## src/rtl/dmem_port_arbiter.sv

```systemverilog
`default_nettype none
// ============================================================================
// Module      : dmem_port_arbiter
// Description : Shares one single-port data memory between the processor
//               load/store path (port C) and a debug/IO loader (port D).
//               Writes complete in the grant cycle; reads take two cycles
//               (strobe, then data). Round-robin on ties, port C first after
//               reset. Stalls the processor while its access is pending and
//               counts stall cycles in a saturating counter.
// Ports       : clk, reset                 - clock, synchronous active-high reset
//               c_req/c_we/c_addr/c_wdata  - processor request
//               c_rdata/c_done/c_stall     - processor response / freeze
//               d_req/d_we/d_addr/d_wdata  - debug request
//               d_rdata/d_done             - debug response
//               mem_addr/mem_wdata/mem_we/mem_re/mem_rdata - memory side
//               stall_cnt                  - saturating stall-cycle count
// Revision    : 1.0 - initial release
// ============================================================================
module dmem_port_arbiter #(
    parameter int DATA_WIDTH = 32,
    parameter int ADDR_WIDTH = 32,
    parameter int CNT_WIDTH  = 16
) (
    input  logic                  clk,
    input  logic                  reset,
    input  logic                  c_req,
    input  logic                  c_we,
    input  logic [ADDR_WIDTH-1:0] c_addr,
    input  logic [DATA_WIDTH-1:0] c_wdata,
    output logic [DATA_WIDTH-1:0] c_rdata,
    output logic                  c_done,
    output logic                  c_stall,
    input  logic                  d_req,
    input  logic                  d_we,
    input  logic [ADDR_WIDTH-1:0] d_addr,
    input  logic [DATA_WIDTH-1:0] d_wdata,
    output logic [DATA_WIDTH-1:0] d_rdata,
    output logic                  d_done,
    output logic [ADDR_WIDTH-1:0] mem_addr,
    output logic [DATA_WIDTH-1:0] mem_wdata,
    output logic                  mem_we,
    output logic                  mem_re,
    input  logic [DATA_WIDTH-1:0] mem_rdata,
    output logic [CNT_WIDTH-1:0]  stall_cnt
);

    typedef enum logic [1:0] {
        S_IDLE = 2'd0,
        S_C_RD = 2'd1,
        S_D_RD = 2'd2
    } state_t;

    state_t                r_state;
    state_t                w_nextState;
    logic                  r_lastGrantD;   // 1: port D won the most recent grant
    logic [ADDR_WIDTH-1:0] r_addr;         // read address held through *_RD
    logic [DATA_WIDTH-1:0] r_cRdata;
    logic [DATA_WIDTH-1:0] r_dRdata;
    logic [CNT_WIDTH-1:0]  r_stallCnt;
    logic                  w_grantC;
    logic                  w_grantD;

    // Grants and done pulses are suppressed while reset is asserted so that a
    // read interrupted by reset produces no completion and no memory access
    // starts in the reset cycle.
    always_comb begin
        w_nextState = r_state;
        w_grantC    = 1'b0;
        w_grantD    = 1'b0;
        mem_we      = 1'b0;
        mem_re      = 1'b0;
        mem_addr    = '0;
        mem_wdata   = '0;
        c_done      = 1'b0;
        d_done      = 1'b0;
        case (r_state)
            S_IDLE: begin
                if (!reset) begin
                    // On a tie, C wins unless C won last time.
                    if (c_req && (!d_req || r_lastGrantD)) begin
                        w_grantC = 1'b1;
                    end else if (d_req) begin
                        w_grantD = 1'b1;
                    end
                end
                if (w_grantC) begin
                    mem_addr = c_addr;
                    if (c_we) begin
                        mem_we    = 1'b1;
                        mem_wdata = c_wdata;
                        c_done    = 1'b1;
                    end else begin
                        mem_re      = 1'b1;
                        w_nextState = S_C_RD;
                    end
                end else if (w_grantD) begin
                    mem_addr = d_addr;
                    if (d_we) begin
                        mem_we    = 1'b1;
                        mem_wdata = d_wdata;
                        d_done    = 1'b1;
                    end else begin
                        mem_re      = 1'b1;
                        w_nextState = S_D_RD;
                    end
                end
            end
            S_C_RD: begin
                mem_addr    = r_addr;
                c_done      = ~reset;
                w_nextState = S_IDLE;
            end
            S_D_RD: begin
                mem_addr    = r_addr;
                d_done      = ~reset;
                w_nextState = S_IDLE;
            end
            default: begin
                w_nextState = S_IDLE;
            end
        endcase
    end

    always_ff @(posedge clk) begin
        if (reset) begin
            r_state      <= S_IDLE;
            r_lastGrantD <= 1'b1;
            r_addr       <= '0;
            r_cRdata     <= '0;
            r_dRdata     <= '0;
            r_stallCnt   <= '0;
        end else begin
            r_state <= w_nextState;
            if (w_grantC) begin
                r_lastGrantD <= 1'b0;
            end else if (w_grantD) begin
                r_lastGrantD <= 1'b1;
            end
            if (mem_re) begin
                r_addr <= mem_addr;
            end
            if (r_state == S_C_RD) begin
                r_cRdata <= mem_rdata;
            end
            if (r_state == S_D_RD) begin
                r_dRdata <= mem_rdata;
            end
            if (c_stall && (r_stallCnt != {CNT_WIDTH{1'b1}})) begin
                r_stallCnt <= r_stallCnt + CNT_WIDTH'(1);
            end
        end
    end

    // Read data is presented straight from memory in the done cycle and held
    // in the capture register afterwards.
    assign c_rdata   = ((r_state == S_C_RD) && !reset) ? mem_rdata : r_cRdata;
    assign d_rdata   = ((r_state == S_D_RD) && !reset) ? mem_rdata : r_dRdata;
    assign c_stall   = c_req & ~c_done;
    assign stall_cnt = r_stallCnt;

endmodule
`default_nettype wire

```

## config.mk

```make
export PLATFORM = sky130hd
export DESIGN_NAME = dmem_port_arbiter
export DESIGN_NICKNAME = d
export VERILOG_FILES = /design/src/rtl/dmem_port_arbiter.sv
export SDC_FILE = /design/constraint.sdc
export NUM_CORES = 1
export LEC_CHECK = 0
export CAP_MARGIN = 20
export CORE_ASPECT_RATIO = 1.75
export CORE_MARGIN = 10
export CORE_UTILIZATION = 36
export DETAILED_ROUTE_END_ITERATION = 10
export PLACE_DENSITY = 0.77
export SYNTH_ARGS = -nofsm -noshare
export SYNTH_HDL_FRONTEND = slang
export SYNTH_SLANG_ARGS = --single-unit
```

## constraint.sdc

```tcl
create_clock -name clk -period 2.3 [get_ports clk]
set_clock_uncertainty 0.1 [all_clocks]
set_input_delay 0.46 -clock clk [delete_from_list [all_inputs] [get_ports clk]]
set_output_delay 0.46 -clock clk [all_outputs]
set_load 0.02 [all_outputs]
```

==> results of run 1 <==
placed cells by master, fill, tap and decap left out, types with 31 or more instances in the layout:
cell	instances
a222oi_1	32
buf_4	192
buf_6	164
clkdlybuf4s50_1	177
dfxtp_1	112
mux2_4	31
mux2i_1	64
nand2_1	34
nand2_2	40
nand2_4	35
nor2_1	75
final timing paths:
check	from	to	slack, ns	cells past startpoint
setup reg to reg	r_state[1]$_SDFFE_PP0P_	r_addr[16]$_SDFFE_PP0P_	-0.13	14
hold / removal	r_addr[4]$_SDFFE_PP0P_	r_addr[4]$_SDFFE_PP0P_	0.37	1
setup / recovery	r_state[1]$_SDFFE_PP0P_	mem_addr[26]	-0.51	10
hold reg to reg	r_addr[4]$_SDFFE_PP0P_	r_addr[4]$_SDFFE_PP0P_	0.37	1
kinds of logic after synthesis:
kind of cell,share of synthesized area
buf+inv,0.04255
mux,0.1809
flops,0.3857
compound gates,0.1800
simple gates,0.2004
fa+ha+maj,0.01048
power by group:
group	total [mW]	switching [mW]	internal [mW]
registers	2.14	0.0626	2.08
logic	2.51	1.14	1.37
clock network	2.82	1.09	1.74
total	7.48	2.29	5.19
flip-flops by register name, indices dropped and copies added (netlist names):
| register | count |
|---|---|
| r_addr | 32 |
| r_lastGrantD | 1 |
| r_state | 2 |
| r_dRdata | 32 |
| r_cRdata | 32 |
| stall_cnt | 16 |
layout make-up:
class	count	area share
antenna	5	0.0009334
clock buffer	17	0.03174
clock inverter	15	0.01438
inverter	5	0.001400
multi-input combinational	501	0.3140
sequential	115	0.1720
tap	224	0.02091
timing repair buffer	584	0.4446
worst max-delay path: cells and delay by family, from the launching register on:
kind,cells,cell delay (ns)
buf+inv,5,0.61
simple gates,3,0.23
flops,1,0.34
fa+ha+maj,1,0.19
compound gates,1,0.47
per-layer routing:
layer / up-vias / wire length, um / share of wire
met4: 0 / 2358 / 0.068
li1: 3585 / - / -
met5: - / 0 / 0
met2: 489 / 18070 / 0.52
met1: 3847 / 11640 / 0.34
met3: 135 / 2407 / 0.070
what timing repair did:
item | 4_1_cts | 5_1_grt
gates resized for setup | 857 | 175
buffers inserted | 136 | 32
cloned | 15 | 4
endpoints found under the setup margin | 136 | 145
pin swaps | 78 | 79
per-stage QoR:
| stage | util | worst slack (ns) |
|---|---|---|
| 3_3_place_gp | 0.6270 | -0.8607 |
| 5_1_grt | 0.8189 | -0.6131 |
| 2_1_floorplan | - | -0.06544 |
| 6_report | 0.8189 | -0.5129 |
| 3_5_place_dp | 0.6270 | -0.8756 |
| 4_1_cts | 0.7857 | -0.3293 |
==> flow_summary.yaml, run 1 <==
worst_setup_path:
  critical_path_arrival_ns: 2.25
  start_kind: "register"
  cp-end-kind: "output port"
  cp_max_fo: 8
  crit_slowest_cell: "a222oi_1"
  cp_cell_sequence: "inv_2 -> ha_4 -> buf_12 -> nand2b_4 -> nor2_4 -> buf_12 -> buf_16 -> a222oi_1 -> nor2_2 -> buf_6"
  crit_required_ns: 1.74
  critPathMaxStageDelay_ns: 0.47
  setup.worst_path.class: "reg2out"
  cpMostUsedCell: "buf_12"
layout:
  synthToLayoutAreaGrowth_pct: 124.5
  multi_input_area_mm2: 0.004209
  regArea_mm2: 0.002306
  drive_above_1_share: 0.5012
  fin_nets: 1395
  layoutNonFillerInstCount: 1466
  fin_area_mm2: 0.01340
  fillers: 839
global_routing:
  grt_use_total: 0.2682
  grtUsageMet1: 0.2673
  grtUsageMet2: 0.4898
  grt_max_degree: 34
  grt_use_met3: 0.06433
  antenna_found_initial: 5
  overflow: 0
  grt_first_pass_wirelength_um: 47890
  grt_pass1_vias: 8306
  busiest_layer: "met2"
sta:
  drv_slew: 0
  fmax_mhz: 355.5
  whs_ns: 0.3722
  period_share: 1.223
  rsz0062_at_grt: "true"
  max_slew_margin: 0.5867
  finalWorstSetupSlack_ns: -0.5129
  tightest_slew_ns: 0.6200
  hold_violations: 0
  fin_tns_setup_ns: -32.00
  min_period_ns: 2.813
  setup_violations: 143
drt:
  wl_um: 34480
  drtAntennaViolNets: 0
  avgViaCountPerCell: 5.495
  drc: 0
  via_count: 8056
  drt_pass1_iterations: 9
  wl_per_cell_um: 23.52
  first_iter_violations: 679
yosys:
  synth.distinct_cells: 42
  yosysMostFrequentCell: "dfxtp_1"
  synth_area_mm2: 0.005969
  synth_top_area_cell: "dfxtp_1"
  syn_avg_cell_area_um2: 8.766
  yosys-top-cells-count: "115 x dfxtp_1, 109 x nand2_1, 108 x nor2_1"
  ys.flop_type: "dfxtp_1"
  syn_inst: 681
  ys_ff_latch: 115
  async_flop_share: 0
  synthTopCellsByArea: "dfxtp_1 39%, mux2i_1 11%, nand2_1 6.9%"
  synth_edf_count: 0
  syn_nets: 852
  synth_top_area_frac: 0.3857
  yosys_warnings: 0
  yosysSeqAreaShare: 0.3857
clock_network:
  cts_root_buf: "clkbuf_16"
  numCtsBuffers: 17
  cts_sinks: 115
  worstSkewPairLatency_ns: 0.41
  clk_pin_slew_worst_paths_ns: 0.06
  holdBufCountCts: 0
  h-tree-depth: 4
  cts_buffer_depth: 2
  cts_tree: "done"
run:
  maxCapViolCount: 0
placement:
  io_buffer_count: 314
  place_congestion: 0.8457
  dpl_cell_area_mm2: 0.01026
  dp.cells: 1271
  dp_hpwl_um: 18540
floorplanning:
  ios: 315
  start_util: 0.3647
  rows: 62
  coreArea_mm2: 0.01637
  fp.dieH_um: 190.3
  dieWidth_um: 117.3
  die_area_mm2: 0.02234
power_and_ir_drop:
  p_leak_nw: 5.937
  p_per_area_mw_per_mm2: 558.0
  vdd_drop_max_v: 0.0005233
  power.total_mw: 7.480
outcome:
  status: "finished, violations left"
  violations: "setup timing"
hold_path:
  hold_path_class: "reg2reg"
Power figures use the tool's default switching activity.
==> inputs of run 2 (changes only) <==
--- a/config.mk
+++ b/config.mk
@@ -6,11 +6,12 @@
 export NUM_CORES = 1
 export LEC_CHECK = 0
 export CAP_MARGIN = 20
-export CORE_ASPECT_RATIO = 1.75
+export CORE_ASPECT_RATIO = 1.1
 export CORE_MARGIN = 10
 export CORE_UTILIZATION = 36
 export DETAILED_ROUTE_END_ITERATION = 10
 export PLACE_DENSITY = 0.77
+export RECOVER_POWER = 100
 export SYNTH_ARGS = -nofsm -noshare
 export SYNTH_HDL_FRONTEND = slang
 export SYNTH_SLANG_ARGS = --single-unit
==> run 2 against run 1 <==
Effect of this change:
- the run still ends with setup timing left
- sequential cell count stayed put
- non-clock buffer count is 6 higher
- critical path depth is 2 lower
- routed wire length is 0.48% higher
- register-to-register slack worse by 0.21 ns
- critical endpoint is now mem_addr[29]
- final cell count is 1.3% lower
- total power is 2.1% lower
- utilization is 0.51 points lower
- worst hold slack worse by 0.018 ns
- largest power group unchanged
==> flow_summary.yaml, run 2 (synthesized netlist as in run 1, its figures left out) <==
placement:
  io_buffer_count: 314
  place_ws_ns: -0.9998
  place_congestion: 0.9687
  dp_hpwl_um: 18810
sta:
  max_slew_margin: 0.1867
  whs_ns: 0.3541
  drv_slew: 0
  min_period_ns: 2.832
  finalWorstSetupSlack_ns: -0.5320
  setup_violations: 145
  period_share: 1.231
  fmax_mhz: 353.1
  rsz0062_at_grt: "true"
  tightest_slew_ns: 1.220
  hold_violations: 0
layout:
  final_common_cell: "buf_4"
  synthToLayoutAreaGrowth_pct: 122.3
  reg_top3: "r_addr x32, r_cRdata x32, r_dRdata x32"
  final_cell_mix: "196 x buf_4, 175 x buf_6, 161 x clkdlybuf4s50_1"
  fin_nets: 1401
  regArea_mm2: 0.002308
  drive_above_1_share: 0.5072
  multi_input_area_mm2: 0.004250
  fillers: 880
floorplanning:
  dieWidth_um: 142.8
  die_area_mm2: 0.02214
  rows: 49
  fp.dieH_um: 155.1
  start_util: 0.3660
  ios: 315
  coreArea_mm2: 0.01631
power_and_ir_drop:
  p_per_area_mw_per_mm2: 551.5
  vdd_drop_max_v: 0.0005652
  p_leak_nw: 5.813
  power.total_mw: 7.319
clock_network:
  cts_sinks: 115
  cts_buffer_depth: 2
  h-tree-depth: 4
  clk_pin_slew_worst_paths_ns: 0.05
  cts_tree: "done"
  worstSkewPairLatency_ns: 0.40
  cts_root_buf: "clkbuf_16"
  numCtsBuffers: 17
  holdBufCountCts: 0
outcome:
  status: "finished, violations left"
  violations: "setup timing"
worst_setup_path:
  r2r-end: "r_addr[13]$_SDFFE_PP0P_"
  critPathMaxStageDelay_ns: 0.52
  setup.worst_path.class: "reg2out"
  cp_max_fo: 8
  ff2ff_path_depth: 18
  start_kind: "register"
  crit_slowest_cell: "a222oi_1"
  critical_path_arrival_ns: 2.27
  cp_cell_sequence: "inv_2 -> ha_4 -> nor3b_4 -> buf_6 -> buf_12 -> a222oi_1 -> nor2_1 -> buf_4"
  rrSetupSlack_ns: -0.34
  crit_required_ns: 1.74
  crit_end: "mem_addr[29]"
  r2r-start: "r_state[0]$_SDFFE_PP0P_"
  cp-end-kind: "output port"
  crit_start: "r_state[1]$_SDFFE_PP0P_"
global_routing:
  grt_max_degree: 42
  overflow: 0
  grt_first_pass_wirelength_um: 45210
  grt_pass1_vias: 7924
  antenna_found_initial: 0
  grt_use_total: 0.2603
run:
  maxCapViolCount: 0
drt:
  first_iter_violations: 698
  wl_per_cell_um: 23.94
  via_count: 8091
  avgViaCountPerCell: 5.592
  drt_pass1_iterations: 6
  drtAntennaViolNets: 0
  wl_um: 34650
  drc: 0
hold_path:
  hold_path_class: "in2reg"
## run 2: changes by cell type in the layout (fill, tap and decap cells not counted), sizes merged, moves of 4 or more
cell | before | now
clkdlybuf4s50 | 177 | 161
inv | 13 | 5
dlygate4sd3 | 0 | 15
diode | 5 | 1
buf | 400 | 396
clkbuf | 22 | 38
## run 2: cell type report
cell class                      instances  share of cell area
Antenna cell                            1           0.0001886
Sequential cell                       115              0.1739
Clock inverter                          7            0.007354
Timing Repair Buffer                  590              0.4398
Clock buffer                           24             0.03781
Tap cell                              204             0.01923
Inverter                                5            0.001414
Multi-Input combinational cell        501              0.3203
## run 2: critical path: cells and delay by family, from the launching register on
kind            cells  cell delay, ns
buf+inv             4            0.54
compound gates      1            0.52
flops               1            0.33
simple gates        2            0.31
fa+ha+maj           1            0.16
## run 2: power by group
group          switching, mW  total [mW]  internal, mW
clock network          0.948        2.68          1.74
registers             0.0691        2.15          2.08
logic                   1.14        2.48          1.35
total                   2.15        7.32          5.17
## run 2: what timing repair did
action                     4_1_cts  5_1_grt
cloned                           9        5
resized for setup              847      223
pin swaps                       72       95
setup endpoints to repair      135      155
setup buffers                  124       52
## run 2: per-stage QoR
step / cell area, um^2 / cells / utilization / setup TNS [ns]
after floorplan: 6053 / 681 / - / -1.823
after global placement: 10350 / 1265 / 0.6344 / -88.51
after detailed placement: 10350 / 1265 / 0.6344 / -90.25
after CTS: 12580 / 1426 / 0.7711 / -31.05
after global routing: 13270 / 1446 / 0.8136 / -42.46
final: 13270 / 1447 / 0.8138 / -30.15
## run 2: worst min-delay path by stage
stage                                        from                   endpoint  cells past startpoint
after floorplan            r_addr[0]$_SDFFE_PP0P_     r_addr[0]$_SDFFE_PP0P_                      1
after global placement    r_addr[11]$_SDFFE_PP0P_    r_addr[11]$_SDFFE_PP0P_                      1
after detailed placement  r_addr[25]$_SDFFE_PP0P_    r_addr[25]$_SDFFE_PP0P_                      1
after CTS                                   reset  r_lastGrantD$_SDFFE_PP1P_                      3
after global routing                        reset  r_lastGrantD$_SDFFE_PP1P_                      3
final                                       reset  r_lastGrantD$_SDFFE_PP1P_                      3
## run 2: per-layer routing
layer | wire, um | vias to the layer above | GRT usage
li1 | - | 3589 | -
met1 | 12650 | 3952 | 0.2862
met2 | 17920 | 436 | 0.4579
met5 | 0 | - | 0
met3 | 2334 | 114 | 0.06699
met4 | 1744 | 0 | 0.1205
==> inputs of run 3 (changes only) <==
==> constraint.sdc (replaced) <==
create_clock -name clk -period 2.4 [get_ports clk]
set_clock_uncertainty 0.1 [all_clocks]
set_input_delay 0.48 -clock clk [delete_from_list [all_inputs] [get_ports clk]]
set_output_delay 0.48 -clock clk [all_outputs]
set_load 0.02 [all_outputs]
==> run 3 against run 2 <==
Effect of this change:
- the run still ends with setup timing left
- sequential power shrank 5%
- clock power down 4%
- count of clock-buffer cells in the layout unchanged
- sequential share of layout area increased by 0.81 points
- combinational power decreased by 6%
- global-route usage is 0.90 points higher
- non-clock buffer count is 14 lower
- via count about the same
- setup slack worse by 0.057 ns
- sequential cell count unchanged
- final cell count fell by 0.83%
- critical endpoint is now r_addr[23]$_SDFFE_PP0P_
- largest cell class unchanged
==> flow_summary.yaml, run 3 (synthesized netlist as in run 1, its figures left out) <==
worst_setup_path:
  cp-end-kind: "register"
  start_kind: "register"
  rrSetupSlack_ns: -0.59
  r2r-end: "r_addr[23]$_SDFFE_PP0P_"
  setup.worst_path.class: "reg2reg"
  ff2ff_path_depth: 18
  cp_max_fo: 10
  crit_required_ns: 2.61
  critical_path_arrival_ns: 3.20
  r2r-start: "r_state[1]$_SDFFE_PP0P_"
clock_network:
  worstSkewPairLatency_ns: 0.42
  cts_buffer_depth: 2
  clk_pin_slew_worst_paths_ns: 0.06
  holdBufCountCts: 0
  cts_sinks: 115
  cts_root_buf: "clkbuf_16"
  h-tree-depth: 4
  numCtsBuffers: 17
  cts_tree: "done"
sta:
  fmax_mhz: 334.6
  max_slew_margin: 0.5670
  drv_slew: 0
  finalWorstSetupSlack_ns: -0.5887
  min_period_ns: 2.989
  hold_violations: 0
  setup_violations: 140
  tightest_slew_ns: 0.6495
  rsz0062_at_grt: "true"
  period_share: 1.245
  whs_ns: 0.3817
layout:
  reg_top3: "r_addr x32, r_cRdata x32, r_dRdata x32"
  final_common_cell: "clkdlybuf4s50_1"
  synthToLayoutAreaGrowth_pct: 112.2
  drive_above_1_share: 0.4378
  layoutNonFillerInstCount: 1435
  fin_nets: 1387
  final_cell_mix: "178 x clkdlybuf4s50_1, 170 x buf_4, 155 x buf_6"
placement:
  dp_hpwl_um: 18250
  place_ws_ns: -1.139
  io_buffer_count: 314
  place_congestion: 0.8602
  dp.cells: 1235
hold_path:
  min_path_cells: 1
  hold_path_class: "reg2reg"
  hp-start: "r_addr[7]$_SDFFE_PP0P_"
  holdPathEnd: "r_addr[7]$_SDFFE_PP0P_"
floorplanning:
  coreArea_mm2: 0.01631
  ios: 315
  rows: 49
  die_area_mm2: 0.02214
  start_util: 0.3660
  dieWidth_um: 142.8
  fp.dieH_um: 155.1
drt:
  drtAntennaViolNets: 0
  via_count: 8095
  first_iter_violations: 848
  wl_per_cell_um: 24.20
  drc: 0
  avgViaCountPerCell: 5.641
  wl_um: 34730
  drt_pass1_iterations: 9
outcome:
  violations: "setup timing"
  status: "finished, violations left"
global_routing:
  grt_use_total: 0.2693
  grt_first_pass_wirelength_um: 46650
  overflow: 0
  antenna_found_initial: 2
  grt_pass1_vias: 7980
  grt_max_degree: 50
power_and_ir_drop:
  vdd_drop_max_v: 0.0005036
  p_per_area_mw_per_mm2: 548.2
  p_leak_nw: 5.591
run:
  maxCapViolCount: 0
-- run 3: cell types whose count changed in the layout (fill, tap and decap cells not counted), moves of 17 or more --
cell             change
buf_2               +38
nand2_4             -25
nand2_2             -53
nand2_1             +78
clkdlybuf4s50_1     +17
buf_6               -20
buf_4               -26
-- run 3: area by class of cell --
cell class / count / area [um^2]
fill: 998 / 3638
antenna: 2 / 5.005
inverter: 5 / 18.77
clock inverter: 8 / 100.1
clock buffer: 24 / 491.7
tap: 204 / 255.2
multi-input combinational: 501 / 3890
sequential: 115 / 2306
timing repair buffer: 576 / 5603
-- run 3: timing repair --
item	CTS	global route
setup buffers	136	36
gates cloned	9	0
gates resized for setup	706	142
pin swaps	50	38
setup endpoints to repair	133	145
-- run 3: per-layer routing --
metal  track usage  wire length, um  vias to the layer above
met1        0.2895            12050                     3878
met3       0.07613             3031                      148
li1              -                -                     3570
met4        0.1268             2157                        0
met2        0.4757            17490                      499
met5             0                0                        -
-- run 3: worst max-delay path by stage --
stage                                  startpoint                       to  slack, ns  depth (start not counted)
after floorplan                             d_req              mem_addr[0]       0.01                          6
after global placement                      d_req             mem_addr[20]      -1.39                          7
after detailed placement                    d_req             mem_addr[15]      -1.14                          8
after CTS                 r_state[1]$_SDFFE_PP0P_             mem_addr[31]      -0.28                         10
after global routing      r_state[1]$_SDFFE_PP0P_              mem_addr[0]      -0.64                         11
final                     r_state[1]$_SDFFE_PP0P_  r_addr[23]$_SDFFE_PP0P_      -0.59                         18
-- run 3: metrics by stage --
stage	TNS, ns	power, mW	util	cell area, um^2
after floorplan	0	2.788	-	6045
after global placement	-119.03	3.722	0.6179	10080
after detailed placement	-99.99	3.741	0.6186	10090
after CTS	-20.86	6.641	0.7423	12110
after global routing	-43.33	7.135	0.7769	12670
final	-31.28	6.946	0.7769	12670
-- run 3: power by group --
group,internal (mW),switching [mW],total [mW],leakage [nW]
combinational,1.25,1.07,2.32,4.37
clock,1.64,0.939,2.58,0.290
sequential,2.00,0.0570,2.05,0.933
-- run 3: critical path, cell delays in order, from the launching register on --
cell and delay (ns):
dfxtp_2 0.33, inv_2 0.05, ha_4 0.16, nor3b_4 0.15
buf_12 0.14, buf_12 0.12, buf_12 0.13, a222oi_1 0.57
buf_4 0.22, buf_4 0.10, buf_4 0.09, buf_4 0.09
buf_4 0.09, buf_4 0.09, buf_4 0.09, buf_4 0.10
buf_4 0.10, buf_4 0.10, o2bb2ai_2 0.06
